### src/rtl/axi_burst_addr_gen.sv
// AXI burst beat-address sequencer: latches one AW/AR command and walks its beats,
// plus the axi_addr next-address helper it uses.

module axi_addr #(
    parameter int         ADDR_WIDTH = 12,
    parameter logic       ALIGN_ADDR = 1'b1
) (
    input  logic [ADDR_WIDTH-1:0] last_addr,
    input  logic [1:0]            burst,
    input  logic [2:0]            size,
    input  logic [7:0]            len,
    output logic [ADDR_WIDTH-1:0] next_addr
);
    localparam logic [ADDR_WIDTH-1:0] ONE = ADDR_WIDTH'(1);

    logic [ADDR_WIDTH-1:0] incr;
    logic [ADDR_WIDTH-1:0] sum;
    logic [ADDR_WIDTH-1:0] wrap_mask;

    always_comb begin
        incr      = ONE << size;
        sum       = last_addr + incr;
        // Boundary is (len+1) << size; non power-of-two lengths give whatever the mask yields
        wrap_mask = ((ADDR_WIDTH'(len) + ONE) << size) - ONE;
        next_addr = sum;
        if (burst == 2'b10)
            next_addr = (last_addr & ~wrap_mask) | (sum & wrap_mask);
        if (burst == 2'b00)
            next_addr = last_addr;
        else if (ALIGN_ADDR)
            next_addr = next_addr & ~(incr - ONE);
    end
endmodule

module axi_burst_addr_gen #(
    parameter logic ALIGN_ADDR = 1'b1,
    parameter int   ADDR_WIDTH = 12,
    parameter int   DATA_WIDTH = 32
) (
    input  logic                  clk,
    input  logic                  rst_n,
    input  logic                  cmd_valid,
    output logic                  cmd_ready,
    input  logic [ADDR_WIDTH-1:0] cmd_addr,
    input  logic [1:0]            cmd_burst,
    input  logic [2:0]            cmd_size,
    input  logic [7:0]            cmd_len,
    output logic                  beat_valid,
    input  logic                  beat_ready,
    output logic [ADDR_WIDTH-1:0] beat_addr,
    output logic [7:0]            beat_idx,
    output logic                  beat_last
);
    localparam logic [2:0] MAX_SIZE = 3'($clog2(DATA_WIDTH / 8));

    typedef enum logic {IDLE, BURST} state_t;

    typedef struct packed {
        logic [1:0] burst;
        logic [2:0] size;
        logic [7:0] len;
    } burst_cfg_t;

    state_t                state_q, state_d;
    burst_cfg_t            cfg_q, cfg_in;
    logic [ADDR_WIDTH-1:0] next_addr;
    logic                  cmd_hs, beat_hs;

    always_comb begin
        cfg_in.burst = (cmd_burst == 2'b11) ? 2'b01 : cmd_burst;
        cfg_in.size  = (cmd_size > MAX_SIZE) ? MAX_SIZE : cmd_size;
        cfg_in.len   = cmd_len;
    end

    axi_addr #(
        .ADDR_WIDTH (ADDR_WIDTH),
        .ALIGN_ADDR (ALIGN_ADDR)
    ) u_axi_addr (
        .last_addr (beat_addr),
        .burst     (cfg_q.burst),
        .size      (cfg_q.size),
        .len       (cfg_q.len),
        .next_addr (next_addr)
    );

    always_ff @(posedge clk or negedge rst_n) begin
        if (!rst_n) state_q <= IDLE;
        else        state_q <= state_d;
    end

    // Handshake readiness depends on state only, never on the partner's valid/ready
    always_comb begin
        state_d    = state_q;
        cmd_ready  = 1'b0;
        beat_valid = 1'b0;
        case (state_q)
            IDLE: begin
                cmd_ready = 1'b1;
                if (cmd_valid) state_d = BURST;
            end
            BURST: begin
                beat_valid = 1'b1;
                if (beat_ready && beat_last) state_d = IDLE;
            end
            default: state_d = IDLE;
        endcase
    end

    assign cmd_hs  = cmd_valid && cmd_ready;
    assign beat_hs = beat_valid && beat_ready;

    // Outputs freeze on the final beat so the consumer still sees them after the burst
    always_ff @(posedge clk or negedge rst_n) begin
        if (!rst_n) begin
            cfg_q     <= '0;
            beat_addr <= '0;
            beat_idx  <= '0;
            beat_last <= 1'b0;
        end else if (cmd_hs) begin
            cfg_q     <= cfg_in;
            beat_addr <= cmd_addr;
            beat_idx  <= '0;
            beat_last <= (cmd_len == 8'd0);
        end else if (beat_hs && !beat_last) begin
            beat_addr <= next_addr;
            beat_idx  <= beat_idx + 8'd1;
            beat_last <= (beat_idx + 8'd1 == cfg_q.len);
        end
    end
endmodule

### config.mk
export PLATFORM = sky130hd
export DESIGN_NAME = axi_burst_addr_gen
export DESIGN_NICKNAME = d
export VERILOG_FILES = /design/src/rtl/axi_burst_addr_gen.sv
export SDC_FILE = /design/constraint.sdc
export NUM_CORES = 1
export LEC_CHECK = 0
export ABC_AREA = 1
export ABC_CLOCK_PERIOD_IN_PS = 3100
export CAP_MARGIN = 20
export CORE_ASPECT_RATIO = 1.2
export CORE_MARGIN = 10
export CORE_UTILIZATION = 55
export CTS_CLUSTER_DIAMETER = 200
export CTS_CLUSTER_SIZE = 8
export DETAILED_ROUTE_END_ITERATION = 12
export GPL_TIMING_DRIVEN = 0
export PLACE_DENSITY_LB_ADDON = 0.3
export REMOVE_ABC_BUFFERS = 1
export SLEW_MARGIN = 10
export SYNTH_ARGS = -nofsm -noshare
export SYNTH_HDL_FRONTEND = slang
export SYNTH_HIERARCHICAL = 1
export SYNTH_SLANG_ARGS = --single-unit
export TNS_END_PERCENT = 20
### constraint.sdc
create_clock -name clk -period 3.1 [get_ports clk]
set_input_delay 0.465 -clock clk [delete_from_list [all_inputs] [get_ports clk]]
set_output_delay 0.465 -clock clk [all_outputs]
set_load 0.005 [all_outputs]
==> impl_metrics.env <==
export IMPL_cp_arrival_ns=3.12
export IMPL_p_sw_share_pct=52.2
export IMPL_drive_gt1_share_pct=13.1
export IMPL_cp_common_cell="nand2_1"
export IMPL_rsz0062_at_grt="yes"
export IMPL_cts_sinks=35
export IMPL_cts_inserted_buffers=5
export IMPL_synth_avg_cell_area_sq_um=6.36
export IMPL_tns_ns=0
export IMPL_relSlewSlack_pct=44.1
export IMPL_dpl_instance_area_sq_um=3890
export IMPL_firstDrtPassIters=5
export IMPL_max_stage_delay_ns=0.39
export IMPL_design_die_area_sq_um=9590
export IMPL_setup_viol=0
export IMPL_grt_pass1_vias=3438
export IMPL_setup_slack_ns=0.188
export IMPL_synth_edff_count=0
export IMPL_r2r_cells=20
export IMPL_ant_nets=0
export IMPL_grt_usage_pct=18.6
export IMPL_antenna_found_initial=0
export IMPL_synth_warnings=6
export IMPL_seq_area_frac_synth_pct=26.3
export IMPL_cp_required_ns=3.31
export IMPL_hold_path_class="in2async"
export IMPL_root_buffer="clkbuf_8"
export IMPL_synth_async_sr_flop_share_pct=100
export IMPL_path_class="reg2reg"
export IMPL_cp_end_kind="flop"
export IMPL_grt_pass1_wl_microns=15300
export IMPL_initial_core_util_pct=55.8
export IMPL_num_rows=31
export IMPL_grt_max_degree=36
export IMPL_worstPathMaxFanout=9
export IMPL_switching_power_mw=2.20
export IMPL_drv_slew=0
export IMPL_mostFrequentLayoutCell="nand2_1"
export IMPL_wl_met1_microns=3690
export IMPL_clockBufferDepth=2
export IMPL_hold_buffers=0
export IMPL_ir_worst_vdd_v=0.000537
export IMPL_vias=3535
export IMPL_powerDensity_nw_per_um2=1040
export IMPL_most_common_layout_cells="nand2_1 (148), nand3_1 (62), nor2_1 (54), inv_1 (50), clkdlybuf4s50_1 (50)"
export IMPL_syn_inst=524
export IMPL_path_cells="clkinv_2 > nor2_4 > inv_1 > nor2_2 > ha_1 > a21oi_1 > inv_1 > a31oi_2 > o21ai_1 > nand2_1 > nand2_1 > nand2_1 > nand2_1 > a21oi_1 > nor3_1 > nand3_1 > nand2_1 > inv_1 > nand2_1 > a31oi_1"
export IMPL_drc_errors=0
export IMPL_p_seq_share_pct=23.1
export IMPL_path_clk_slew_ns=0.07
export IMPL_portBuffers=51
export IMPL_p_leak_nw=1.89
export IMPL_fp_dieW_microns=91.1
export IMPL_fin_nets=615
export IMPL_vias_per_cell=5.40
export IMPL_wire_per_inst_microns=13.6
export IMPL_die_h_microns=105
export IMPL_setup_worst_path_start_class="flop"
export IMPL_dpl_cell_count=644
export IMPL_met2_length_microns=4490
export IMPL_grt_ovfl_total=0
export IMPL_pwr_share_clk_pct=8.1
export IMPL_coreArea_sq_um=5970
export IMPL_cts_tree="yes"
export IMPL_stdcell_area_sq_um=4030
export IMPL_dp_hpwl_microns=6920
export IMPL_n_antenna_cell=0
export IMPL_status="finished clean"
export IMPL_synth_cell_types=38
export IMPL_max_clock_freq_mhz=343
export IMPL_syn2layout_area_growth_pct=21.0
export IMPL_drv_cap=0
export IMPL_pre_cts_ws_ns=-0.446
export IMPL_finalHoldViolCount=0
export IMPL_synth_ff_type="dfrtp_1"
export IMPL_p_comb_share_pct=68.8
export IMPL_io_pins=52
export IMPL_fin_cells=655
export IMPL_netlist_area_sq_um=3330
export IMPL_tightest_slew_ns=0.835
export IMPL_synth_seq_cells=35
export IMPL_first_iter_violations=188
export IMPL_dr_max_layer_used="met4"
export IMPL_p_int_mw=2.01
export IMPL_h_tree_depth=2
export IMPL_wl_met3_microns=402
export IMPL_cp_num_cells=20
export IMPL_finalCritPeriodShare_pct=93.9
export IMPL_crit_slowest_cell="dfrtp_2"
export IMPL_post_route_min_period_ns=2.91
export IMPL_clock_latency_ns=0.29
export IMPL_skew_ns=0.00598
export IMPL_cp_num_buf_inv=4
export IMPL_gp_congestion=0.886
export IMPL_drt_wl_total_microns=8880
export IMPL_cp_top_family="compound AO/OA/AOI/OAI gates"
==> worst paths after layout <==
check	from	endpoint	slack (ns)
hold reg to reg	beat_last	state_q	0.53
setup / recovery	cfg_q[9]	beat_addr[11]	0.19
max in group asynchronous	rst_n	cfg_q[10]	2.26
hold / removal	rst_n	beat_addr[6]	0.26
setup reg to reg	cfg_q[9]	beat_addr[11]	0.19
min in group clk	beat_last	state_q	0.53
==> sequential cells by signal, summed over array words and instances (netlist names) <==
| register | flops |
|---|---|
| beat_addr | 12 |
| cfg_q | 13 |
| beat_idx | 8 |
| state_q | 1 |
| beat_last | 1 |
==> worst reg2reg max path, stage by stage (launching register included) <==
cell      delay (ns)
dfrtp_2         0.39
clkinv_2        0.16
nor2_4          0.17
inv_1           0.10
nor2_2          0.14
ha_1            0.31
a21oi_1         0.19
inv_1           0.09
a31oi_2         0.21
o21ai_1         0.14
nand2_1         0.08
nand2_1         0.05
nand2_1         0.05
nand2_1         0.08
a21oi_1         0.18
nor3_1          0.09
nand3_1         0.09
nand2_1         0.05
inv_1           0.04
nand2_1         0.04
a31oi_1         0.19
==> cells by family after synthesis <==
kind of cell | Yosys count | synth area share, %
simple gates | 321 | 44.7
buf+inv | 75 | 9.08
compound gates | 73 | 13.0
flops | 35 | 26.3
fa+ha+maj | 13 | 5.11
xor+xnor | 7 | 1.84
==> power by group through the flow <==
stage / clock network, mW / logic, mW / registers, mW
2_1_floorplan: 0 / 2.03 / 0.931
4_1_cts: 0.352 / 2.86 / 0.967
3_3_place_gp: 0 / 2.70 / 0.981
3_5_place_dp: 0 / 2.79 / 0.991
5_1_grt: 0.373 / 3.27 / 1.02
6_report: 0.342 / 2.90 / 0.972
==> per-layer routing <==
metal,vias to the layer above,GRT usage [%]
li1,1817,-
met1,1606,21.2
met2,87,32.4
met3,25,4.47
met4,0,7.96
met5,-,0
==> through the flow <==
stage	total power, mW	hold slack, ns	util [%]
after floorplan	2.96	0.169	-
after global placement	3.69	0.517	64.9
after detailed placement	3.78	0.525	65.1
after CTS	4.18	0.295	67.2
after global routing	4.67	0.323	67.5
final	4.21	0.263	67.5
==> synth_stat cells, types with 6 or more instances <==
cell	n	area [sq um]
nand2_1	148	556
nand3_1	62	310
nor2_1	59	221
inv_1	50	188
dfrtp_1	35	876
o21ai_0	19	95.1
a21oi_1	18	90.1
nand2_2	17	106
a31oi_1	15	93.8
ha_1	12	150
inv_2	8	30.0
nand3_2	8	80.1
buf_2	7	35.0
o22ai_1	7	43.8
nor2_4	6	67.6
==> what timing repair did <==
item | 4_1_cts | 5_1_grt
buffers inserted | 4 | 0
gates resized for setup | 5 | 7
endpoints found under the setup margin | 8 | 5
pin swaps | 0 | 0
==> layout make-up <==
| cell class | instances | area (sq um) |
|---|---|---|
| Clock buffer | 6 | 82.6 |
| Clock inverter | 1 | 5.00 |
| Fill cell | 575 | 1940 |
| Inverter | 61 | 231 |
| Multi-Input combinational cell | 414 | 2180 |
| Sequential cell | 35 | 880 |
| Tap cell | 82 | 103 |
| Timing Repair Buffer | 56 | 551 |
Note: power is estimated with default switching activity, not from simulation.
